**config.mk**
```make
export PLATFORM = sky130hd
export DESIGN_NAME = cordic_rot
export DESIGN_NICKNAME = d
export VERILOG_FILES = /design/src/rtl/cordic_rot.sv
export SDC_FILE = /design/constraint.sdc
export NUM_CORES = 1
export LEC_CHECK = 0
export BUFFER_PORTS_ARGS = -buffer_cell sky130_fd_sc_hd__buf_2
export CORE_ASPECT_RATIO = 0.75
export CORE_UTILIZATION = 35
export DETAILED_ROUTE_END_ITERATION = 7
export HOLD_SLACK_MARGIN = 0.03
export PLACE_DENSITY = 0.48
export SYNTH_ARGS = -nofsm -noshare
export SYNTH_HDL_FRONTEND = slang
export SYNTH_SLANG_ARGS = --single-unit
```
**constraint.sdc**
```tcl
create_clock -name clk -period 5.6 [get_ports clk]
set_input_delay 1.12 -clock clk [delete_from_list [all_inputs] [get_ports clk]]
set_output_delay 1.12 -clock clk [all_outputs]
set_load 0.02 [all_outputs]
```
**src/rtl/cordic_rot.sv**
```systemverilog
// Iterative rotation-mode CORDIC: 32-bit phase (2^32 per turn) in, Q2.30 cosine/sine out.
// One micro-rotation per clock, valid/ready handshake on both sides.
module cordic_rot #(
    parameter int ITER = 24
) (
    input  logic        clk,
    input  logic        rst_n,
    input  logic        in_valid,
    output logic        in_ready,
    input  logic [31:0] phase,
    output logic        out_valid,
    input  logic        out_ready,
    output logic [31:0] cos_out,
    output logic [31:0] sin_out
);

    typedef enum logic [1:0] {IDLE, RUN, DONE} state_t;

    localparam logic [31:0] K    = 32'h26DD3B6A;
    localparam logic [4:0]  LAST = 5'(ITER - 1);

    // round(atan(2^-i) / (2*pi) * 2^32)
    localparam logic [31:0] ATAN [32] = '{
        32'h20000000, 32'h12E4051E, 32'h09FB385B, 32'h051111D4,
        32'h028B0D43, 32'h0145D7E1, 32'h00A2F61E, 32'h00517C55,
        32'h0028BE53, 32'h00145F2F, 32'h000A2F98, 32'h000517CC,
        32'h00028BE6, 32'h000145F3, 32'h0000A2FA, 32'h0000517D,
        32'h000028BE, 32'h0000145F, 32'h00000A30, 32'h00000518,
        32'h0000028C, 32'h00000146, 32'h000000A3, 32'h00000051,
        32'h00000029, 32'h00000014, 32'h0000000A, 32'h00000005,
        32'h00000003, 32'h00000001, 32'h00000001, 32'h00000000
    };

    state_t             state, state_nx;
    logic [4:0]         cnt;
    logic signed [31:0] x, y, z;
    logic signed [31:0] xs, ys, atan_i;
    logic signed [31:0] x_nx, y_nx, z_nx;

    assign in_ready  = (state == IDLE);
    assign out_valid = (state == DONE);

    always_ff @(posedge clk) begin
        if (!rst_n) state <= IDLE;
        else        state <= state_nx;
    end

    always_comb begin
        state_nx = state;
        case (state)
            IDLE:    if (in_valid)    state_nx = RUN;
            RUN:     if (cnt == LAST) state_nx = DONE;
            DONE:    if (out_ready)   state_nx = IDLE;
            default:                  state_nx = IDLE;
        endcase
    end

    always_comb begin
        xs     = x >>> cnt;
        ys     = y >>> cnt;
        atan_i = ATAN[cnt];
        if (!z[31]) begin
            x_nx = x - ys;
            y_nx = y + xs;
            z_nx = z - atan_i;
        end else begin
            x_nx = x + ys;
            y_nx = y - xs;
            z_nx = z + atan_i;
        end
    end

    always_ff @(posedge clk) begin
        if (!rst_n) begin
            cnt     <= '0;
            x       <= '0;
            y       <= '0;
            z       <= '0;
            cos_out <= '0;
            sin_out <= '0;
        end else begin
            case (state)
                IDLE: if (in_valid) begin
                    cnt <= '0;
                    // Quadrant pre-rotation leaves |z| < 90 degrees
                    case (phase[31:30])
                        2'b00: begin x <= K;  y <= '0; z <= phase;                end
                        2'b01: begin x <= '0; y <= K;  z <= phase - 32'h40000000; end
                        2'b10: begin x <= -K; y <= '0; z <= phase - 32'h80000000; end
                        default: begin x <= K; y <= '0; z <= phase;               end
                    endcase
                end
                RUN: begin
                    x   <= x_nx;
                    y   <= y_nx;
                    z   <= z_nx;
                    cnt <= cnt + 5'd1;
                    if (cnt == LAST) begin
                        cos_out <= x_nx;
                        sin_out <= y_nx;
                    end
                end
                default: ;
            endcase
        end
    end

endmodule

```
* Word level (Yosys, flattened, before mapping)
Memory sizes are Yosys's and may differ from the RTL's.
Cells that the tools add are included.
Widths: inputs -> output; s select.
** Word-level totals
- Input port bits :: 36
- ROM bits :: 1024
- Memories kept :: 1
- Logic and storage cells :: 54
- Register bits :: 167
- Output and inout port bits :: 66
** Memory list
- (no name shown) :: words 32, bits a word 32, read ports 1, clocked after Yosys merged registers in 0, wr ports 0, RTL line 61 : atan_i = ATAN[cnt];
** Operators by class
- Reductions and logical operators :: 5
- Add/subtract/negate cells :: 9
- Bitwise logic cells :: 1
- Magnitude comparators :: 1
- Shift operators :: 2
- Eq/ne operators :: 8
- Mux-type cells :: 20
** Operators with widths (number)
- $pmux 32 s2 :: 5
- $mux 32 :: 8
- $add 32x32->32 :: 3
- $sub 32x32->32 :: 3
- $sshr 32x5->32 :: 2
- $sub 32x31->32 const B :: 1
- $sub 32x32->32 const B :: 1
- $mux 30 :: 1
- $pmux 5 s2 :: 1
- $ge 6x6->1 const B :: 1
- $mux 2 :: 3
- $not 5->6 :: 1
- $pmux 2 s3 :: 1
- $add 5x1->5 const B :: 1
- $eq 5x5->1 const B :: 1
- $mux 5 :: 1
- $eq 2x1->1 const B :: 2
- $eq 2x2->1 const B :: 2
- $ne 2x2->1 const B :: 2
- $reduce_and 2->1 :: 2
- $reduce_and 3->1 :: 1
- $logic_not 2->1 :: 1
- $ne 2x1->1 const B :: 1
- $reduce_bool 2->1 :: 1

* Logic depth before layout (Yosys ltp)
Gate-level depths: netlist of run 1.
- Depth after elaboration :: 7
- Gate-level depth with buffers :: 31

* Least setup slack after synthesis of run 1
Ideal clock, no wire load.
- Path kind :: reg2reg
- From :: reg cnt[0]
- To :: reg y[30]
- Data required time :: 5.478 ns
- Cell stages (with the launch flop) :: 25
- Setup time :: 0.122 ns
- Slack :: -0.228 ns
- Data arrival time :: 5.706 ns
- Path through :: dfxtp_1 -> buf_4 -> buf_6 -> buf_6 -> mux4_2 -> mux2_2 -> and2_1 -> a2111oi_2 -> ha_1 -> and2_1 -> nor3b_2 -> and2_1 -> nor2_1 -> xnor2_1 -> ha_1 -> clkbuf_1 -> a21oi_1 -> o211ai_1 -> a211o_1 -> a31o_2 -> a2111oi_0 -> o31ai_1 -> a31oi_1 -> xor2_1 -> o21ai_0
** Between the ends
- Cells in the longest elaborated chain, start to end :: 4
- Elaborated cells on any way between the ends :: 5
** Ends and longest elaborated chain
- start, declared :: RTL line 35 : logic [4:0] cnt;
- start signal, assigned :: RTL line 97 : cnt <= cnt + 5'd1;
- $sshr 32x5->32 * :: RTL line 59 : xs = x >>> cnt;
- $add 32x32->32 / $sub 32x32->32 (equally long branches) :: RTL line 64, 68
- $mux 32 * :: RTL line 62 : if (!z[31]) begin
- $pmux 32 s2 * :: RTL line 82 : case (state)
- end signal, assigned :: RTL line 95 : y <= y_nx;
- end, declared :: RTL line 36 : logic signed [31:0] x, y, z;
Mark *: on every way between the ends. The rest lies on a longest branch, timed or not.
A chain may end at the register's enable or synchronous reset.

* Worst setup path after layout of run 1
- From :: reg cnt[4]
- To :: reg z[31]
** Between the ends
- Cells in the longest elaborated chain, start to end :: 7
- Elaborated cells on any way between the ends :: 8
** Ends and longest elaborated chain
- $not 5->6 (implied by the code) * :: RTL line 61
- $mem_v2 32x32 *
- $mux 32 (implied by the code) * (2 in series) :: RTL line 61
- $sub 32x32->32 / $add 32x32->32 (equally long branches) :: RTL line 65, 69
- $mux 32 * :: RTL line 62
- $pmux 32 s2 * :: RTL line 82
- end signal, assigned :: RTL line 96 : z <= z_nx;
- end, declared :: RTL line 36
Mark *: on every way between the ends. The rest lies on a longest branch, timed or not. The select of a mux whose other input is x is not followed.

==> impl_metrics.csv, run 1 <==
group,metric,value,unit
synth,syn_inst,2287,
global_route,overflow,0,
clock_tree,clockBufferDepth,2,
synth,async_flop_share,0,%
timing,fin_ws,91.9,ps
die,die_w,265,um
placement,gp_congestion,0.974,
synth,yosysWarningCount,0,
layout,fin_area,24200,um2
synth,syn_nets,2446,
placement,postPlaceCellArea,22800,um2
power_and_ir_drop,p_leak,10.4,nW
clock_tree,clock-root-buffer,"clkbuf_16",
clock_tree,clk_pin_slew,90,ps
clock_tree,cts_htree_levels,4,
layout,num_antenna_cells,0,
global_route,antenna_found_initial,2,
layout,synthToLayoutAreaGrowth,33.1,%
timing,holdWs,450,ps
routing,wl_per_cell,23.0,um
clock_tree,clock_latency,520,ps
routing,first_pass_iters,6,
global_route,track_usage,30.4,%
timing,setup_viol,0,
job,cap_violations,0,
routing,via_per_inst,5.76,
global_route,grt_start_max_net_pins,70,
placement,port_buffers,101,
die,pin_count,102,
hold_path,hold_path.class,"register to register",
routing,routed_wl,80400,um
clock_tree,ctsHoldBuffers,0,
die,die_h,199,um
timing,fin_crit_sh,98.4,%
layout,layout_commonest_cell,"buf_4",
timing,drv_slew,0,
placement,hpwl,63100,um
clock_tree,numCtsBuffers,17,
placement,pre_cts_ws,-226,ps
routing,drcViolationCount,0,
timing,slew_headroom,16.4,%
power_and_ir_drop,irDropWorstVdd,322,uV
critical_path,cp.arrival,5930,ps
synth,yosys.cell_types.count,97,
synth,ys_seq_elements,167,
die,start_util,35.8,%
synth,ys_seq_area_share,18.4,%
power_and_ir_drop,p_per_area,562,nW/um2
routing,drtIter0Drc,1787,
layout,nNetsFinal,2944,
die,rows,71,
timing,tightest_slew,1250,ps
routing,ant_nets,0,
global_route,grt_pass1_wl,120000,um
critical_path,endpoint_kind,"register",
timing,finalHoldViolations,0,
critical_path,critPathMaxFanout,17,
timing,fin_worst_skew,20.0,ps
die,die_area,52900,um2
outcome,status,"complete, no violations",
critical_path,required,6020,ps
synth,synthesis.area,18200,um2
timing,rsz0062_at_grt,"yes",
layout,drive_gt1_share,32.3,%
synth,synth_edf_count,0,
critical_path,worstSetupPathType,"register to register",
synth,syn_area_per_cell,7.95,um2
routing,vias,20100,
critical_path,cp-start-kind,"register",
global_route,grt_pass1_vias,19100,
clock_tree,cts.sinks,167,
die,core_area,50700,um2
layout,final_cell_mix,"buf_4 (512), nand2_1 (262), nor2_1 (232)",
timing,min_period,5510,ps
clock_tree,cts_tree,"yes",
timing,timing.fmax,182,MHz
synth,yosys_most_used_dff,"dfxtp_1",
power by group:
group / internal (mW) / switching (mW) / leakage (nW)
Combinational: 5.18 / 5.44 / 8.77
Clock: 0.639 / 0.645 / 0.295
Sequential: 1.37 / 0.327 / 1.37
routing by layer:
metal	part of all wire [%]	global-route usage, %	up-vias
li1	-	-	9552
met3	9.7	8.22	80
met1	49	45.7	9737
met2	39	41.5	741
met5	0.017	0	-
met4	2.0	8.09	2
synth_stat cells (8+ instances only):
cell | instances | area (um2)
inv_1 | 35 | 131
and2_1 | 17 | 106
buf_4 | 8 | 60.1
o21a_1 | 19 | 143
dfxtp_1 | 167 | 3340
nor3b_1 | 8 | 60.1
nand2_1 | 267 | 1000
o221ai_1 | 12 | 105
mux4_2 | 59 | 1330
buf_6 | 19 | 214
and4_1 | 9 | 78.8
a211oi_1 | 33 | 248
a31oi_1 | 43 | 269
or3_1 | 16 | 100
and3_1 | 24 | 150
a21o_1 | 41 | 308
mux2_2 | 22 | 248
buf_2 | 14 | 70.1
ha_1 | 120 | 1500
o21ai_0 | 113 | 566
a22oi_1 | 28 | 210
xor2_1 | 77 | 674
nor2_1 | 234 | 878
a21oi_1 | 236 | 1180
nand3_1 | 35 | 175
or2_2 | 11 | 68.8
a21boi_0 | 9 | 67.6
mux4_1 | 14 | 368
nand2b_1 | 21 | 131
mux2i_1 | 56 | 561
a221oi_1 | 47 | 412
a311oi_1 | 13 | 114
o211ai_1 | 26 | 195
xnor2_1 | 80 | 701
nor3_1 | 31 | 155
o22ai_1 | 28 | 175
buf_1 | 12 | 45.0
nand4_1 | 12 | 75.1
nor2b_1 | 24 | 150
clkbuf_1 | 101 | 379
registers in the layout, summed over array words and instances (netlist names):
name     cells
cos_out     32
sin_out     32
x           32
y           32
z           32
cnt          5
state        2
worst max-delay path, cell delays in order (launching register included):
cell,delay [ps]
dfxtp_2,640
clkinv_1,340
buf_4,280
a21o_1,200
nor3_2,280
o21ai_2,120
buf_4,160
nor4_4,260
buf_4,200
buf_4,130
nor2_1,60
xnor2_2,180
ha_1,330
nand4_1,170
nor3b_2,200
a211oi_1,60
buf_4,140
o211ai_1,340
o311ai_2,140
buf_4,150
a21oi_2,150
a21o_1,190
nor4_4,50
or4_1,510
o211ai_1,110
metrics by stage:
stage / utilization [%] / total power [mW] / setup TNS, ps / instances
2_1_floorplan: - / 7.34 / 0 / 2287
3_3_place_gp: 44.9 / 11.6 / -1610 / 3436
3_5_place_dp: 44.9 / 11.7 / -2590 / 3436
4_1_cts: 46.3 / 13.1 / 0 / 3470
5_1_grt: 47.7 / 14.6 / -147 / 3491
6_report: 47.7 / 13.6 / 0 / 3491
repair_timing:
action,4_1_cts,5_1_grt
pin swaps,10,52
endpoints found under the setup margin,28,59
hold endpoints to repair,0,0
buffers inserted,2,18
gates resized for setup,21,127
cloned,0,3
layout make-up:
type | instances | area, um2
clock buffer | 17 | 425
tap | 693 | 867
fill | 5095 | 26500
clock inverter | 15 | 181
inverter | 39 | 149
timing repair buffer | 646 | 4930
sequential | 167 | 3360
multi-input combinational | 1914 | 14300
kinds of logic after synthesis:
family	Yosys count	share of synthesized area (%)
adder cells (fa/ha/maj)	123	8.59
flip-flops	167	18.4
multiplexers	152	13.9
AO/OA/AOI/OAI	742	26.7
AND/OR/NAND/NOR	740	18.8
XOR/XNOR	157	7.56
buffers and inverters	206	6.08
worst paths after layout:
| check | depth (start not counted) | start | slack, ps | endpoint |
|---|---|---|---|---|
| setup / recovery | 24 | cnt[4] | 90 | z[31] |
| hold / removal | 2 | sin_out[21] | 450 | sin_out[21] |
| setup reg to reg | 24 | cnt[4] | 90 | z[31] |
| hold reg to reg | 2 | sin_out[21] | 450 | sin_out[21] |
Power figures use the tool's default switching activity.
==> run 2, diff against run 1 <==
Settings changed: CELL_PAD_IN_SITES_DETAIL_PLACEMENT set to 0, CELL_PAD_IN_SITES_GLOBAL_PLACEMENT set to 1, PLACE_DENSITY 0.48 to 0.62.
==> run 2 against run 1 <==
- die area unchanged
- critical path depth increased by 1
- design area increased by 0.77%
- setup slack got worse by 47 ps
- utilization increased by 0.37 points
- worst hold slack got worse by 2.9 ps
- critical endpoint unchanged
==> impl_metrics.csv, run 2 (synthesis gave the netlist of run 1 again) <==
group,metric,value,unit
placement,postPlaceCellArea,22600,um2
layout,final_cell_mix,"buf_4 (520), nand2_1 (263), nor2_1 (229)",
die,rows,71,
routing,ant_nets,0,
power_and_ir_drop,p_leak,10.4,nW
placement,gp_congestion,0.999,
timing,fin_crit_sh,99.2,%
placement,hpwl,63400,um
clock_tree,clock_latency,520,ps
placement,dp.cells,3418,
global_route,antenna_found_initial,1,
critical_path,required,6010,ps
job,cap_violations,0,
layout,drive_gt1_share,33.0,%
global_route,grt_pass1_wl,121000,um
timing,fin_worst_skew,15.5,ps
timing,min_period,5560,ps
power_and_ir_drop,p_per_area,562,nW/um2
clock_tree,ctsHoldBuffers,0,
routing,drcViolationCount,0,
routing,vias,20300,
critical_path,cp-start-kind,"register",
clock_tree,numCtsBuffers,17,
hold_path,hold_path.class,"register to register",
die,pin_count,102,
critical_path,critPathMaxFanout,17,
global_route,track_usage,30.5,%
global_route,grt_pass1_vias,19200,
routing,drtIter0Drc,1886,
die,die_area,52900,um2
clock_tree,clk_pin_slew,80,ps
routing,wl_per_cell,23.3,um
timing,slew_headroom,16.4,%
layout,fin_area,24400,um2
routing,via_per_inst,5.82,
clock_tree,clockBufferDepth,2,
layout,synthToLayoutAreaGrowth,34.1,%
clock_tree,cts_tree,"yes",
die,start_util,35.8,%
timing,timing.fmax,180,MHz
outcome,status,"complete, no violations",
clock_tree,cts.sinks,167,
timing,drv_slew,0,
layout,num_antenna_cells,0,
routing,routed_wl,81400,um
layout,stdcell_count,3495,
timing,rsz0062_at_grt,"yes",
critical_path,cp.arrival,5970,ps
global_route,overflow,0,
clock_tree,clock-root-buffer,"clkbuf_16",
clock_tree,cts_htree_levels,4,
timing,finalHoldViolations,0,
layout,nNetsFinal,2948,
timing,setup_viol,0,
placement,port_buffers,101,
layout,fillers,5066,
die,die_w,265,um
global_route,grt_start_max_net_pins,72,
die,core_area,50700,um2
timing,tightest_slew,1250,ps
critical_path,endpoint_kind,"register",
critical_path,worstSetupPathType,"register to register",
timing,tns,0,ps
timing,holdWs,447,ps
layout,layout_commonest_cell,"buf_4",
die,die_h,199,um
routing,first_pass_iters,5,
power_and_ir_drop,irDropWorstVdd,353,uV
## run 2: final timing paths
| path | cells after the start | to | slack [ps] | from |
|---|---|---|---|---|
| max reg2reg | 25 | z[31] | 40 | cnt[1] |
| min reg2reg | 2 | sin_out[28] | 450 | sin_out[28] |
| min | 2 | sin_out[28] | 450 | sin_out[28] |
| max | 25 | z[31] | 40 | cnt[1] |
## run 2: area by class of cell
cell class	count	area [um2]	share of cell area [%]
clock inverters	14	179	0.734
inverters	39	149	0.611
clock buffers	18	439	1.80
multi-input cells	1914	14400	59.2
well taps	693	867	3.56
repair buffers	650	4960	20.3
flip-flops and latches	167	3360	13.8
## run 2: power by group
group          switching (mW)  leakage [nW]  internal, mW
Sequential              0.366          1.37          1.37
Clock                   0.616         0.301         0.687
Combinational            5.49          8.77          5.18
Total                    6.47          10.4          7.24
## run 2: metrics by stage
stage               util (%)  total power [mW]  setup slack, ps
finish                  48.1              13.7             44.6
global route            48.1              14.7            -64.5
CTS                     46.1              13.0             3.18
detailed placement      44.5              11.5             -274
global placement        44.5              11.5             -230
floorplan                  -              7.34             4.30
## run 2: worst max-delay path, cell delays in order, from the launching register on
cell and delay [ps]:
dfxtp_4 370, buf_4 140, buf_8 140, buf_12 150, ha_1 200, buf_4 180
mux4_2 510, a21o_1 230, ha_1 200, buf_4 140, o2111ai_1 90, nand2_1 110
xor2_2 170, ha_1 320, buf_4 140, o211ai_1 120, a21oi_1 480, a32oi_1 210
o211ai_1 190, o311ai_1 140, buf_4 160, a21oi_4 160, a21o_1 210, nor4_4 60
or4_1 500, o211ai_1 110
## run 2: layer usage
metal  global-route usage, %  vias to the layer above  wire, um
met5                       0                        -         9
met4                    7.06                        2      1610
met3                    6.26                       95      6910
met2                    42.8                      791     32400
met1                    46.8                     9909     40500
li1                        -                     9544         -
## run 2: what timing repair did
item                       in CTS  in global routing
resized for setup              32                140
pin swaps                       8                 61
setup buffers                   2                 38
setup endpoints to repair      41                 59
gates cloned                    1                  4
==> run 3, diff against run 2 <==
--- a/config.mk
+++ b/config.mk
@@ -12,2 +12,3 @@
 export CORE_UTILIZATION = 35
+export CTS_BUF_LIST = sky130_fd_sc_hd__clkbuf_8
 export DETAILED_ROUTE_END_ITERATION = 7
==> constraint.sdc (replaced) <==
create_clock -name clk -period 5.6 [get_ports clk]
set_input_delay 0.56 -clock clk [delete_from_list [all_inputs] [get_ports clk]]
set_output_delay 0.56 -clock clk [all_outputs]
set_load 0.02 [all_outputs]
==> run 3 against run 2 <==
- via count about the same
- register-to-register slack improved by 40 ps
- sequential power about the same
- sequential cell count stayed put
- clock skew rose by 10 ps
- first-iteration DRC count up 4.2%
- non-clock buffer count down 9
- sequential share of layout area increased by 0.24 points
- critical path type unchanged
- critical endpoint unchanged
- highest routed layer unchanged
==> impl_metrics.csv, run 3 (synthesis gave the netlist of run 1 again) <==
group,metric,value,unit
critical_path,endpoint_kind,"register",
global_route,antenna_found_initial,2,
timing,fin_worst_skew,25.8,ps
timing,min_period,5520,ps
clock_tree,clock-root-buffer,"clkbuf_8",
routing,routed_wl,81200,um
hold_path,hold_path.class,"input port to register",
critical_path,worstPathBufferInverterCount,4,
routing,wl_per_cell,23.3,um
die,pin_count,102,
layout,layout_commonest_cell,"buf_4",
layout,stdcell_count,3487,
timing,tns,0,ps
timing,holdWs,201,ps
clock_tree,clock_latency,600,ps
clock_tree,ctsHoldBuffers,0,
critical_path,critPathMaxFanout,25,
placement,dp.cells,3418,
routing,first_pass_iters,6,
global_route,grt_pass1_wl,121000,um
timing,finalHoldViolations,0,
routing,drtIter0Drc,1966,
power_and_ir_drop,power,13.3,mW
power_and_ir_drop,p_leak,10.3,nW
clock_tree,numCtsBuffers,17,
layout,synthToLayoutAreaGrowth,31.9,%
global_route,grt_pass1_vias,19200,
placement,gp_congestion,0.999,
global_route,grt_start_max_net_pins,72,
outcome,status,"complete, no violations",
timing,setup_viol,0,
critical_path,worstSetupPathType,"register to register",
critical_path,cp.arrival,6010,ps
timing,timing.fmax,181,MHz
clock_tree,cts.sinks,167,
die,die_area,52900,um2
clock_tree,cts_htree_levels,4,
routing,drcViolationCount,0,
layout,nNetsFinal,2939,
placement,hpwl,63400,um
critical_path,crit_path_cell_trace,"buf_4, nand2b_1, nand2_1, o311a_1, nand2_1, buf_4, nor4_4, a21oi_2, buf_4, xor2_1, ha_1, nand4_1, nor3b_2, a211oi_2, o211ai_1, o311ai_1, buf_4, a21oi_4, a21o_1, nor4_4, or4_1, o211ai_1",
timing,tightest_slew,1170,ps
critical_path,crit_family,"simple AND/OR/NAND/NOR gates",
routing,via_per_inst,5.83,
power_and_ir_drop,irDropWorstVdd,354,uV
timing,rsz0062_at_grt,"yes",
power_and_ir_drop,p_per_area,555,nW/um2
layout,final_cell_mix,"buf_4 (516), nand2_1 (264), nor2_1 (229)",
global_route,overflow,0,
die,die_w,265,um
timing,slew_headroom,21.7,%
layout,drive_gt1_share,32.4,%
layout,utilization,47.3,%
critical_path,crit_slowest_cell,"dfxtp_2",
timing,drv_slew,0,
global_route,track_usage,30.5,%
timing,fin_crit_sh,98.6,%
critical_path,required,6090,ps
clock_tree,clockBufferDepth,2,
die,core_area,50700,um2
clock_tree,clk_pin_slew,120,ps
placement,port_buffers,101,
routing,vias,20300,
job,cap_violations,0,
critical_path,max_stage_delay,560,ps
die,start_util,35.8,%
clock_tree,cts_tree,"yes",
die,rows,71,
die,die_h,199,um
critical_path,crit_path_frequent_cell,"buf_4",
routing,ant_nets,0,
critical_path,cp-start-kind,"register",
run 3: cell count changes in the layout (fill, tap and decap cells not counted), sizes merged:
cell	change
clkbuf	-2
diode	+1
buf	-7
run 3: path summary, 6_finish.rpt:
kind / to / startpoint / slack, ps / cells past startpoint
max: z[31] / cnt[4] / 80 / 22
min: z[9] / phase[9] / 200 / 3
max reg2reg: z[31] / cnt[4] / 80 / 22
min reg2reg: sin_out[23] / sin_out[23] / 450 / 2
run 3: cell type report:
cell class              instances  area (um2)
clock buffers                  18         248
diodes                          1        2.50
clock inverters                14         179
inverters                      39         149
repair buffers                641        4840
well taps                     693         867
fillers                      5095       26800
multi-input cells            1914       14300
flip-flops and latches        167        3360
run 3: repair_timing:
action	CTS	global route
buffers inserted	2	31
gates cloned	1	2
gates resized for setup	36	112
pin swaps	9	48
endpoints found under the setup margin	42	58
run 3: per-layer routing:
metal  track usage (%)  vias to the layer above  wire [um]
met1              46.8                     9952      40500
met4              6.96                        2       1560
li1                  -                     9536          -
met5                 0                        -          9
met2              42.8                      748      32200
met3              6.16                       87       6880
run 3: worst reg2reg max path, cell delays in order (launching register included):
cell and delay, ps:
dfxtp_2 560, buf_4 380, nand2b_1 320, nand2_1 160, o311a_1 310, nand2_1 120, buf_4 180, nor4_4 370
a21oi_2 140, buf_4 180, xor2_1 180, ha_1 360, nand4_1 190, nor3b_2 230, a211oi_2 70, o211ai_1 310
o311ai_1 140, buf_4 160, a21oi_4 160, a21o_1 210, nor4_4 60, or4_1 500, o211ai_1 110
run 3: power breakdown:
part	switching, mW	internal, mW
Sequential	0.368	1.37
Combinational	5.44	5.11
Clock	0.582	0.428
run 3: metrics by stage:
step / cell area (um2) / worst slack (ps)
2_1_floorplan: 18200 / 4.30
3_3_place_gp: 22600 / -230
3_5_place_dp: 22600 / -274
4_1_cts: 23200 / 8.75
5_1_grt: 24000 / -82.7
6_report: 24000 / 80.8
